**src/rtl/stream_xbar_packet_net.sv**
```systemverilog
// stream_xbar_packet_net
// Packet crossbar. Each output locks onto one source that an external arbiter
// picked for it. It forwards that source's beats into a small per-output FIFO
// and unlocks when the last beat of the packet is accepted.
module stream_xbar_packet_net #(
   parameter  int T_DATA_WIDTH = 8,
   parameter  int S_DATA_COUNT = 2,
   parameter  int M_DATA_COUNT = 3,
   parameter  int FIFO_DEPTH   = 2,
   localparam int T_ID___WIDTH = $clog2(S_DATA_COUNT),
   localparam int T_DEST_WIDTH = $clog2(M_DATA_COUNT)
) (
   input  logic                                      clk_i,
   input  logic                                      rst_i,
   input  logic [S_DATA_COUNT-1:0][T_DATA_WIDTH-1:0] s_data_i,
   input  logic [S_DATA_COUNT-1:0][T_DEST_WIDTH-1:0] s_dest_i,
   input  logic [S_DATA_COUNT-1:0]                   s_last_i,
   input  logic [S_DATA_COUNT-1:0]                   s_valid_i,
   output logic [S_DATA_COUNT-1:0]                   s_ready_o,
   output logic [M_DATA_COUNT-1:0][T_DATA_WIDTH-1:0] m_data_o,
   output logic [M_DATA_COUNT-1:0][T_ID___WIDTH-1:0] m_id_o,
   output logic [M_DATA_COUNT-1:0]                   m_last_o,
   output logic [M_DATA_COUNT-1:0]                   m_valid_o,
   input  logic [M_DATA_COUNT-1:0]                   m_ready_i,
   input  logic [M_DATA_COUNT-1:0][T_ID___WIDTH-1:0] grant_i,
   input  logic [M_DATA_COUNT-1:0]                   grant_valid_i,
   output logic [M_DATA_COUNT-1:0]                   grant_ack_o,
   output logic [M_DATA_COUNT-1:0]                   release_o
);

   localparam int PTR_W = $clog2(FIFO_DEPTH);
   localparam int CNT_W = $clog2(FIFO_DEPTH + 1);
   localparam int ENT_W = T_DATA_WIDTH + T_ID___WIDTH + 1;
   localparam logic [CNT_W-1:0] FULL_CNT = CNT_W'(FIFO_DEPTH);

   typedef enum logic {IDLE, BUSY} state_t;

   state_t                  state_q   [M_DATA_COUNT];
   logic [T_ID___WIDTH-1:0] lock_id_q [M_DATA_COUNT];
   logic [PTR_W-1:0]        wr_ptr_q  [M_DATA_COUNT];
   logic [PTR_W-1:0]        rd_ptr_q  [M_DATA_COUNT];
   logic [CNT_W-1:0]        count_q   [M_DATA_COUNT];
   logic [ENT_W-1:0]        mem_q     [M_DATA_COUNT][FIFO_DEPTH];

   logic [M_DATA_COUNT-1:0] lock_req;
   logic [M_DATA_COUNT-1:0] busy_rdy;
   logic [M_DATA_COUNT-1:0] push;
   logic [M_DATA_COUNT-1:0] pop;
   logic [ENT_W-1:0]        push_ent  [M_DATA_COUNT];
   logic [ENT_W-1:0]        head_ent  [M_DATA_COUNT];

   // Lock decision, per-source ready, and FIFO push/pop strobes for every output.
   // Ready is built from state, FIFO fill and destination only, never from valid.
   always_comb begin
      lock_req  = '0;
      busy_rdy  = '0;
      push      = '0;
      pop       = '0;
      s_ready_o = '0;
      release_o = '0;
      for (int j = 0; j < M_DATA_COUNT; j++) begin
         push_ent[j] = '0;
         if (!rst_i && (state_q[j] == IDLE) && grant_valid_i[j] &&
             (int'(grant_i[j]) < S_DATA_COUNT)) begin
            lock_req[j] = s_valid_i[grant_i[j]] &&
                          (s_dest_i[grant_i[j]] == T_DEST_WIDTH'(j));
         end
         if (state_q[j] == BUSY) begin
            busy_rdy[j] = (s_dest_i[lock_id_q[j]] == T_DEST_WIDTH'(j)) &&
                          (count_q[j] != FULL_CNT);
         end
         s_ready_o[lock_id_q[j]] = s_ready_o[lock_id_q[j]] | busy_rdy[j];
         push[j]      = busy_rdy[j] & s_valid_i[lock_id_q[j]];
         release_o[j] = push[j] & s_last_i[lock_id_q[j]];
         push_ent[j]  = {s_data_i[lock_id_q[j]], lock_id_q[j], s_last_i[lock_id_q[j]]};
         pop[j]       = (count_q[j] != '0) & m_ready_i[j];
      end
   end

   assign grant_ack_o = lock_req;

   // Present the FIFO head; outputs are forced to zero whenever the FIFO is empty.
   always_comb begin
      m_valid_o = '0;
      m_data_o  = '0;
      m_id_o    = '0;
      m_last_o  = '0;
      for (int j = 0; j < M_DATA_COUNT; j++) begin
         head_ent[j]  = mem_q[j][rd_ptr_q[j]];
         m_valid_o[j] = (count_q[j] != '0);
         if (m_valid_o[j]) begin
            m_data_o[j] = head_ent[j][ENT_W-1 -: T_DATA_WIDTH];
            m_id_o[j]   = head_ent[j][T_ID___WIDTH:1];
            m_last_o[j] = head_ent[j][0];
         end
      end
   end

   // Per-output lock FSM: IDLE -> BUSY on lock, BUSY -> IDLE on the accepted last beat.
   always_ff @(posedge clk_i or posedge rst_i) begin
      if (rst_i) begin
         for (int j = 0; j < M_DATA_COUNT; j++) begin
            state_q[j]   <= IDLE;
            lock_id_q[j] <= '0;
         end
      end else begin
         for (int j = 0; j < M_DATA_COUNT; j++) begin
            case (state_q[j])
               IDLE: begin
                  if (lock_req[j]) begin
                     state_q[j]   <= BUSY;
                     lock_id_q[j] <= grant_i[j];
                  end
               end
               BUSY: begin
                  if (release_o[j]) state_q[j] <= IDLE;
               end
               default: state_q[j] <= IDLE;
            endcase
         end
      end
   end

   // FIFO pointers and fill count; simultaneous push and pop leave the count unchanged.
   always_ff @(posedge clk_i or posedge rst_i) begin
      if (rst_i) begin
         for (int j = 0; j < M_DATA_COUNT; j++) begin
            wr_ptr_q[j] <= '0;
            rd_ptr_q[j] <= '0;
            count_q[j]  <= '0;
         end
      end else begin
         for (int j = 0; j < M_DATA_COUNT; j++) begin
            if (push[j]) wr_ptr_q[j] <= wr_ptr_q[j] + PTR_W'(1);
            if (pop[j])  rd_ptr_q[j] <= rd_ptr_q[j] + PTR_W'(1);
            case ({push[j], pop[j]})
               2'b10:   count_q[j] <= count_q[j] + CNT_W'(1);
               2'b01:   count_q[j] <= count_q[j] - CNT_W'(1);
               default: count_q[j] <= count_q[j];
            endcase
         end
      end
   end

   // FIFO storage; contents are meaningful only where the count says so, so no reset.
   always_ff @(posedge clk_i) begin
      for (int j = 0; j < M_DATA_COUNT; j++) begin
         if (push[j]) mem_q[j][wr_ptr_q[j]] <= push_ent[j];
      end
   end

endmodule
```
**config.mk**
```make
export PLATFORM = sky130hd
export DESIGN_NAME = stream_xbar_packet_net
export DESIGN_NICKNAME = d
export VERILOG_FILES = /design/src/rtl/stream_xbar_packet_net.sv
export SDC_FILE = /design/constraint.sdc
export NUM_CORES = 1
export LEC_CHECK = 0
export ABC_CLOCK_PERIOD_IN_PS = 1800
export CAP_MARGIN = 40
export CORE_UTILIZATION = 25
export DETAILED_ROUTE_END_ITERATION = 8
export MAX_ROUTING_LAYER = met4
export SYNTH_ARGS = -nofsm -noshare
export SYNTH_HDL_FRONTEND = slang
export SYNTH_SLANG_ARGS = --single-unit
export TNS_END_PERCENT = 1
```
**constraint.sdc**
```tcl
create_clock -name clk_i -period 1.8 [get_ports clk_i]
set_clock_uncertainty 0.05 [all_clocks]
set_input_delay 0.36 -clock clk_i [delete_from_list [all_inputs] [get_ports clk_i]]
set_output_delay 0.36 -clock clk_i [all_outputs]
set_load 0.01 [all_outputs]
```
Yosys cells after proc, flatten, opt, wreduce, memory -nomap -nowiden
Memory sizes are Yosys's and may differ from the RTL's.
Cells that the tools add are included.
- register bits after elaboration: 18
- memory bits (writable): 60
- bits of input ports: 35
- output and inout port bits: 41
- word-level logic and storage cells: 208
- memories kept: 1
- memories (memory ; depth ; width ; rd ports ; clocked after memory_dff ; write ports ; line ; source):
    mem_q ; 3 ; 20 ; 3 ; 0 ; 3 ; 43 ; logic [ENT_W-1:0] mem_q [M_DATA_COUNT][FIFO_DEPTH];
- add/sub/neg operators: 12
- magnitude comparators: 18
- equality and inequality tests: 13
- mux-type cells: 97
- bitwise logic cells: 22
- reduce and logical (&&, ||, !) cells: 30
- operator list (cell ; number):
    $mux W10 ; 12
    $mux W8 ; 9
    $mux W20 ; 3
    $mux W1 ; 47
    $demux W10 S1 ; 3
    $mux W2 ; 12
    $logic_and A1 B1 Y1 ; 18
    $ge A2 B2 Y1 const B ; 6
    $lt A1 B2 Y1 const B ; 6
    $not A1 Y2 ; 6
    $pmux W2 S2 ; 3
    $reduce_bool A2 Y1 ; 6
    $eq A2 B1 Y1 const B ; 5
    $eq A2 B2 Y1 const B ; 5
    $and A1 B1 Y1 ; 9
    $add A1 B1 Y1 const B ; 6
    $add A2 B1 Y2 const B ; 3
    $lt A2 B1 Y1 const B ; 3
    $ne A2 B2 Y1 const B ; 3
    $pmux W1 S2 ; 3
    $reduce_and A2 Y1 ; 3
    $sub A2 B1 Y2 const B ; 3
    $bwmux W2 ; 2
    $logic_not A2 Y1 ; 2
    other kinds (6) ; 14

Logic depth before layout (Yosys ltp)
Gate-level depths: netlist of run 1.
- word-level depth: 15
- mapped depth: 7

Least setup slack after synthesis of run 1
No wires, ideal clock.
- kind: input -> register
- from: in s_dest_i[3] (netlist bit)
- to: mem mem_q[0][20] (netlist bit), enable pin
- setup time: 0.377 ns
- arrival: 1.421 ns
- setup slack: -0.049 ns
- stages on the path: 4
- path buffers: 0
- path through: and2b_1 -> nand3_1 -> a21o_2 -> nor2b_1
- RTL lines (item ; line ; source):
    start: declaration ; 16 ; input logic [S_DATA_COUNT-1:0][T_DEST_WIDTH-1:0] s_dest_i,
    end: declaration ; 43 ;

Final worst setup path of run 1
- from: reg lock_id_q[0] (netlist bit)
- to: out release_o[2]
- longest elaborated chain between the ends: 7
- elaborated cells on any way between the ends: 11
- classes of those cells: 1 x eq/ne; 7 x mux; 2 x bitwise; 1 x reduce/logical
- RTL lines (item ; line ; source):
    start: declaration ; 39 ; logic [T_ID___WIDTH-1:0] lock_id_q [M_DATA_COUNT];
    start signal: indexed assignment ; 112 ; lock_id_q[j] <= grant_i[j];
    $mux W2 (implied by the code) (2 in series) ; 69 ; busy_rdy[j] = (s_dest_i[lock_id_q[j]] == T_DEST_WIDTH'(j)) &&
    $eq A2 B2 Y1 ; 69 ;
    $logic_and A1 B1 Y1 ; 69 ;
    $mux W1 ; 68 ; if (state_q[j] == BUSY) begin
    $and A1 B1 Y1 ; 73 ; push[j] = busy_rdy[j] & s_valid_i[lock_id_q[j]];
    $and A1 B1 Y1 * ; 74 ; release_o[j] = push[j] & s_last_i[lock_id_q[j]];
    end: declaration ; 28 ; output logic [M_DATA_COUNT-1:0] release_o
Every way passes the cells marked *; elsewhere a longest branch is shown, timed or not. The select of a mux whose other input is x is not followed.

==> results of run 1 <==
==> per-stage QoR <==
| step | TNS (ns) | hold WS (ns) |
|---|---|---|
| 3_5_place_dp | -32.66 | 0.430 |
| 2_1_floorplan | -0.518 | 0.257 |
| 3_3_place_gp | -29.80 | 0.425 |
| 6_report | -0.484 | 0.416 |
| 5_1_grt | -2.52 | 0.453 |
| 4_1_cts | -0.521 | 0.443 |
==> synthesized netlist by cell type, types with 2 or more instances <==
cell,count
a21oi_1,2
and2b_1,2
buf_2,6
clkbuf_1,3
dfrtp_1,18
edfxtp_1,60
ha_1,3
inv_1,11
mux2_2,24
mux2i_1,33
nand2_1,6
nand2b_1,6
nand3_1,4
nand3b_1,2
nor2_1,45
nor2b_1,4
o211ai_4,2
o21ai_0,6
o21ai_1,3
o22ai_1,2
xnor2_1,10
xor2_1,5
==> what timing repair did <==
action / 4_1_cts / 5_1_grt
gates resized for setup: 189 / 30
setup buffers: 10 / 2
pin swaps: 17 / 11
cloned: 2 / 0
endpoints found under the setup margin: 107 / 30
==> per-layer routing <==
metal  vias to the layer above  GRT usage  share of wire
li1                       1275          -              -
met1                      1249      0.156           0.44
met2                        67      0.218           0.50
met3                         5     0.0337          0.056
met4                         0     0.0294         0.0096
met5                         -          -              0
==> logic make-up (layout without fill, tap and decap cells) <==
family          Yosys count  after routing  synth area share
compound gates           21             21            0.0471
xor+xnor                 15             15            0.0356
mux                      57             57             0.163
buf+inv                  20            172            0.0224
simple gates             77             77             0.112
fa+ha+maj                 3              3            0.0102
flops                    78             78             0.610
==> path summary, 6_finish.rpt <==
check	cells after the start	from	to
setup / recovery	5	lock_id_q[0]	release_o[2]
hold / removal	4	s_valid_i[0]	lock_id_q[0]
setup reg to reg	10	count_q[5]	count_q[5]
hold reg to reg	1	wr_ptr_q[1]	wr_ptr_q[1]
max in group asynchronous	3	rst_i	lock_id_q[2]
min in group asynchronous	3	rst_i	state_q[1]
==> worst max-delay path, delay by kind of cell, from the launching register on <==
kind / cells / cell delay (ns)
simple gates: 1 / 0.12
buf+inv: 3 / 0.40
mux: 1 / 0.18
flops: 1 / 0.44
==> power by group through the flow <==
stage,Clock (uW),Combinational (uW),Sequential [uW]
after detailed placement,0,3540,2590
after global placement,0,3490,2570
after floorplan,0,1700,2540
final,1800,3710,2570
after CTS,1850,3680,2550
after global routing,1920,4030,2600
==> flip-flops by register name (all words and copies together) (netlist names) <==
signal and cells:
mem_q 60, count_q 6, state_q 3, rd_ptr_q 3, wr_ptr_q 3, lock_id_q 3
==> area by class of cell <==
cell class              instances  area [um2]
clock inverters                 6        70.1
inverters                      11        41.3
repair buffers                145        1190
multi-input cells             173        1480
clock buffers                  10         229
well taps                     184         230
flip-flops and latches         78        2260
fillers                      1391        8980
==> metrics.txt, run 1 <==
status finished with violations; failing checks negative setup slack; Clock power frac 0.223; Top FF cell, synth edfxtp_1; ranking of synthesized cells by area edfxtp_1 (49%), dfrtp_1 (12%), mux2i_1 (8.9%); Layout Cells excl Fill 607; gr ovfl total 0; arrival time at the worst endpoint 1.46 ns; crit path launch type flip-flop; max incr delay on CP 0.44 ns; number of antenna diodes 0; die height 124 um; fmax 535 MHz; P&R area growth vs syn 48.8%; Worst setup EP type output pin; post-synth top area share 0.488; via-per-instance ratio 4.28; Rows 44; CP cell instances buf_6 -> buf_6 -> mux2i_4 -> nor2_2 -> buf_2; DRT Pass-1 Iters 4; I/O pins 76; minimum clock period 1.87 ns; area leader, netlist edfxtp_1; share of layout cells above drive strength 1 0.442; period utilization 1.04; slowest CP cell dfrtp_1; Final WS setup -0.0696 ns; largest net degree at the start of global routing 19; Max-Cap Viols 0; mapped cell area 3690 um2; Worst-Skew Late Latency 0.32 ns; sequential power share 0.318; Gate power share 0.459; Yosys reg bits 78; RSZ-0062 raised after global routing true; required time of the critical path 1.39 ns; Post-synth EDFFs 60; Tot Pwr 8070 uW; number of global-route vias before repair 2665; R2R setup slack 0 ns; Switching Fraction 0.329; H-tree depth 3; final core occ 0.380; clock root buffer master clkbuf_16; Worst Max-Slew Pin Slew 0.317 ns; most frequent CP cell buf_6; endpoints failing setup 25; ys async rst share 0.231; crit-path max FO 4; post-synth net total 309; Final Hold Viols 0; peak supply drop 0.557 mV; Psw 2660 uW; Placed Area 5110 um2; Post-layout nets 456; Pwr per Cell Area 1470 nW/um2; critical path class reg2out; Cells after Synth 271; RePlAce Congestion 0.849; synth warn 0; Final Slew Violations 0; Antenna Violating Nets Remaining 0; Finished Cell Area 5500 um2; die area 15300 um2; DP Worst Slack -0.724 ns; Lkg Pwr 0.00222 uW; most common cell after layout, fill and taps aside edfxtp_1; CTS Sinks 78; # DRC 0; GRT Total Usage 0.130; CTS tree done; cts hold-fix bufs 0; overall die width 124 um; Detail Placement HPWL 6480 um; placed insts 577; first-pass GRT wire length 14000 um; Core ar. 14500 um2; most frequent cells in the layout edfxtp_1 (60), buf_4 (50), buf_2 (36); clock buffer depth 2; syn avg cell area 13.6 um2; DRT iter0 DRCs 135; vias 2596; PortBufs 75; initial core utilization 0.255; initial antenna violation count 0; CTS buffer count 9; register area share after synthesis 0.610; Internal Pwr Total 5410 uW; drt total wl 9080 um; Slew HR 0.783; post-synthesis cell type count 36; post-DR wirelength/cell 15.0 um; HP Class in2reg; clock slew seen by the registers of the worst setup and hold paths 0.06 ns
Note: power is estimated with default switching activity, not from simulation.
==> run 2: changes to the inputs <==
Settings changed: CTS_BUF_LIST set to sky130_fd_sc_hd__clkbuf_4 sky130_fd_sc_hd__clkbuf_8.
==> metrics.txt, run 2 (synthesis gave the netlist of run 1 again) <==
Final WS setup -0.0759 ns; most frequent CP cell buf_6; post-DR wirelength/cell 14.9 um; Slew HR 0.787; multi-input logic area 1510 um2; CP cell instances buf_6 -> buf_6 -> mux2i_4 -> nor2_2 -> buf_2; HP Class in2reg; max incr delay on CP 0.43 ns; crit path launch type flip-flop; Switching Fraction 0.341; slowest CP cell dfrtp_1; clock root buffer master clkbuf_8; die area 15300 um2; first-pass GRT wire length 13900 um; total area of sequential cells 2260 um2; Antenna Violating Nets Remaining 0; crit-path max FO 4; sequential power share 0.336; critical path class reg2out; arrival time at the worst endpoint 1.47 ns; period utilization 1.04; Final Slew Violations 0; CTS Sinks 78; Psw 2610 uW; Max-Cap Viols 0; I/O pins 76; RePlAce Congestion 0.849; Tot Pwr 7660 uW; Rows 44; DRT Pass-1 Iters 4; most common cell after layout, fill and taps aside edfxtp_1; P&R area growth vs syn 47.2%; Layout Cells excl Fill 605; CTS buffer count 9; failing checks negative setup slack; overall die width 124 um; RSZ-0062 raised after global routing true; DP Worst Slack -0.724 ns; placed insts 577; PortBufs 75; clock slew seen by the registers of the worst setup and hold paths 0.08 ns; minimum clock period 1.88 ns; CTS tree done; Worst setup EP type output pin; Internal Pwr Total 5050 uW; Final Hold Viols 0; Gate power share 0.493; Worst-Skew Late Latency 0.34 ns; peak supply drop 0.522 mV; vias 2576; Core ar. 14500 um2; initial core utilization 0.255; via-per-instance ratio 4.26; Pwr per Cell Area 1410 nW/um2; H-tree depth 3; Post-layout nets 454; drt total wl 9010 um; Lkg Pwr 0.00218 uW; most frequent cells in the layout edfxtp_1 (60), buf_4 (47), buf_2 (38); largest net degree at the start of global routing 19; DRT iter0 DRCs 139; endpoints failing setup 16; share of layout cells above drive strength 1 0.454; count of filler cells inserted in the layout 1401; number of antenna diodes 0; required time of the critical path 1.39 ns; GRT Total Usage 0.130; Detail Placement HPWL 6480 um; initial antenna violation count 0; number of global-route vias before repair 2677; clock buffer depth 2; max reg flops 60; Clock power frac 0.172; status finished with violations; # DRC 0; gr ovfl total 0; Min Hold Slack 0.349 ns; die height 124 um; fmax 533 MHz; Worst Max-Slew Pin Slew 0.311 ns
## run 2: cell count changes in the layout (fill, tap and decap cells not counted), sizes merged
cell	previous run	this run
clkdlybuf4s50	27	26
buf	106	109
dlymetal6s2s	0	1
clkbuf	14	10
dlygate4sd2	4	3
## run 2: power by group through the flow
stage	registers, uW	logic, uW	clock network [uW]
2_1_floorplan	2540	1700	0
3_5_place_dp	2590	3540	0
6_report	2570	3770	1310
3_3_place_gp	2570	3490	0
5_1_grt	2600	4110	1450
4_1_cts	2550	3650	1370
## run 2: routing by layer
metal	GRT usage	vias up	wire length, um
li1	-	1270	-
met3	0.0383	6	493
met1	0.154	1236	3940
met4	0.0294	0	65
met2	0.216	64	4500
met5	-	-	0
## run 2: worst max-delay path: cells and delay by family, from the launching register on
family,cells,cell delay (ns)
buffers and inverters,3,0.39
flip-flops,1,0.43
multiplexers,1,0.18
AND/OR/NAND/NOR,1,0.12
## run 2: worst paths after layout
path                              startpoint      endpoint  slack [ns]  cells past startpoint
min in group asynchronous              rst_i    state_q[1]        0.44                      3
worst min register to register   wr_ptr_q[1]   wr_ptr_q[1]        0.44                      1
worst max register to register  lock_id_q[0]    count_q[1]        0.03                      6
worst max-delay path            lock_id_q[0]  release_o[2]       -0.08                      5
worst min-delay path              grant_i[2]  lock_id_q[0]        0.35                      3
max in group asynchronous              rst_i  lock_id_q[2]        1.02                      3
## run 2: stage by stage
stage	util	area [um2]	TNS [ns]
floorplan	-	3700	-0.518
detailed placement	0.353	5110	-32.66
global placement	0.353	5110	-29.80
CTS	0.368	5330	-0.995
global route	0.376	5440	-2.21
finish	0.376	5440	-0.457
## run 2: layout make-up
type | instances | area share
well taps | 184 | 0.0423
repair buffers | 143 | 0.220
multi-input cells | 173 | 0.278
flip-flops and latches | 78 | 0.415
inverters | 11 | 0.00759
clock inverters | 6 | 0.0129
clock buffers | 10 | 0.0242
## run 2: what timing repair did
action	in CTS	in global routing
gates cloned	2	0
setup endpoints to repair	94	35
setup buffers	10	1
hold buffers	0	0
resized for setup	202	36
pin swaps	25	9
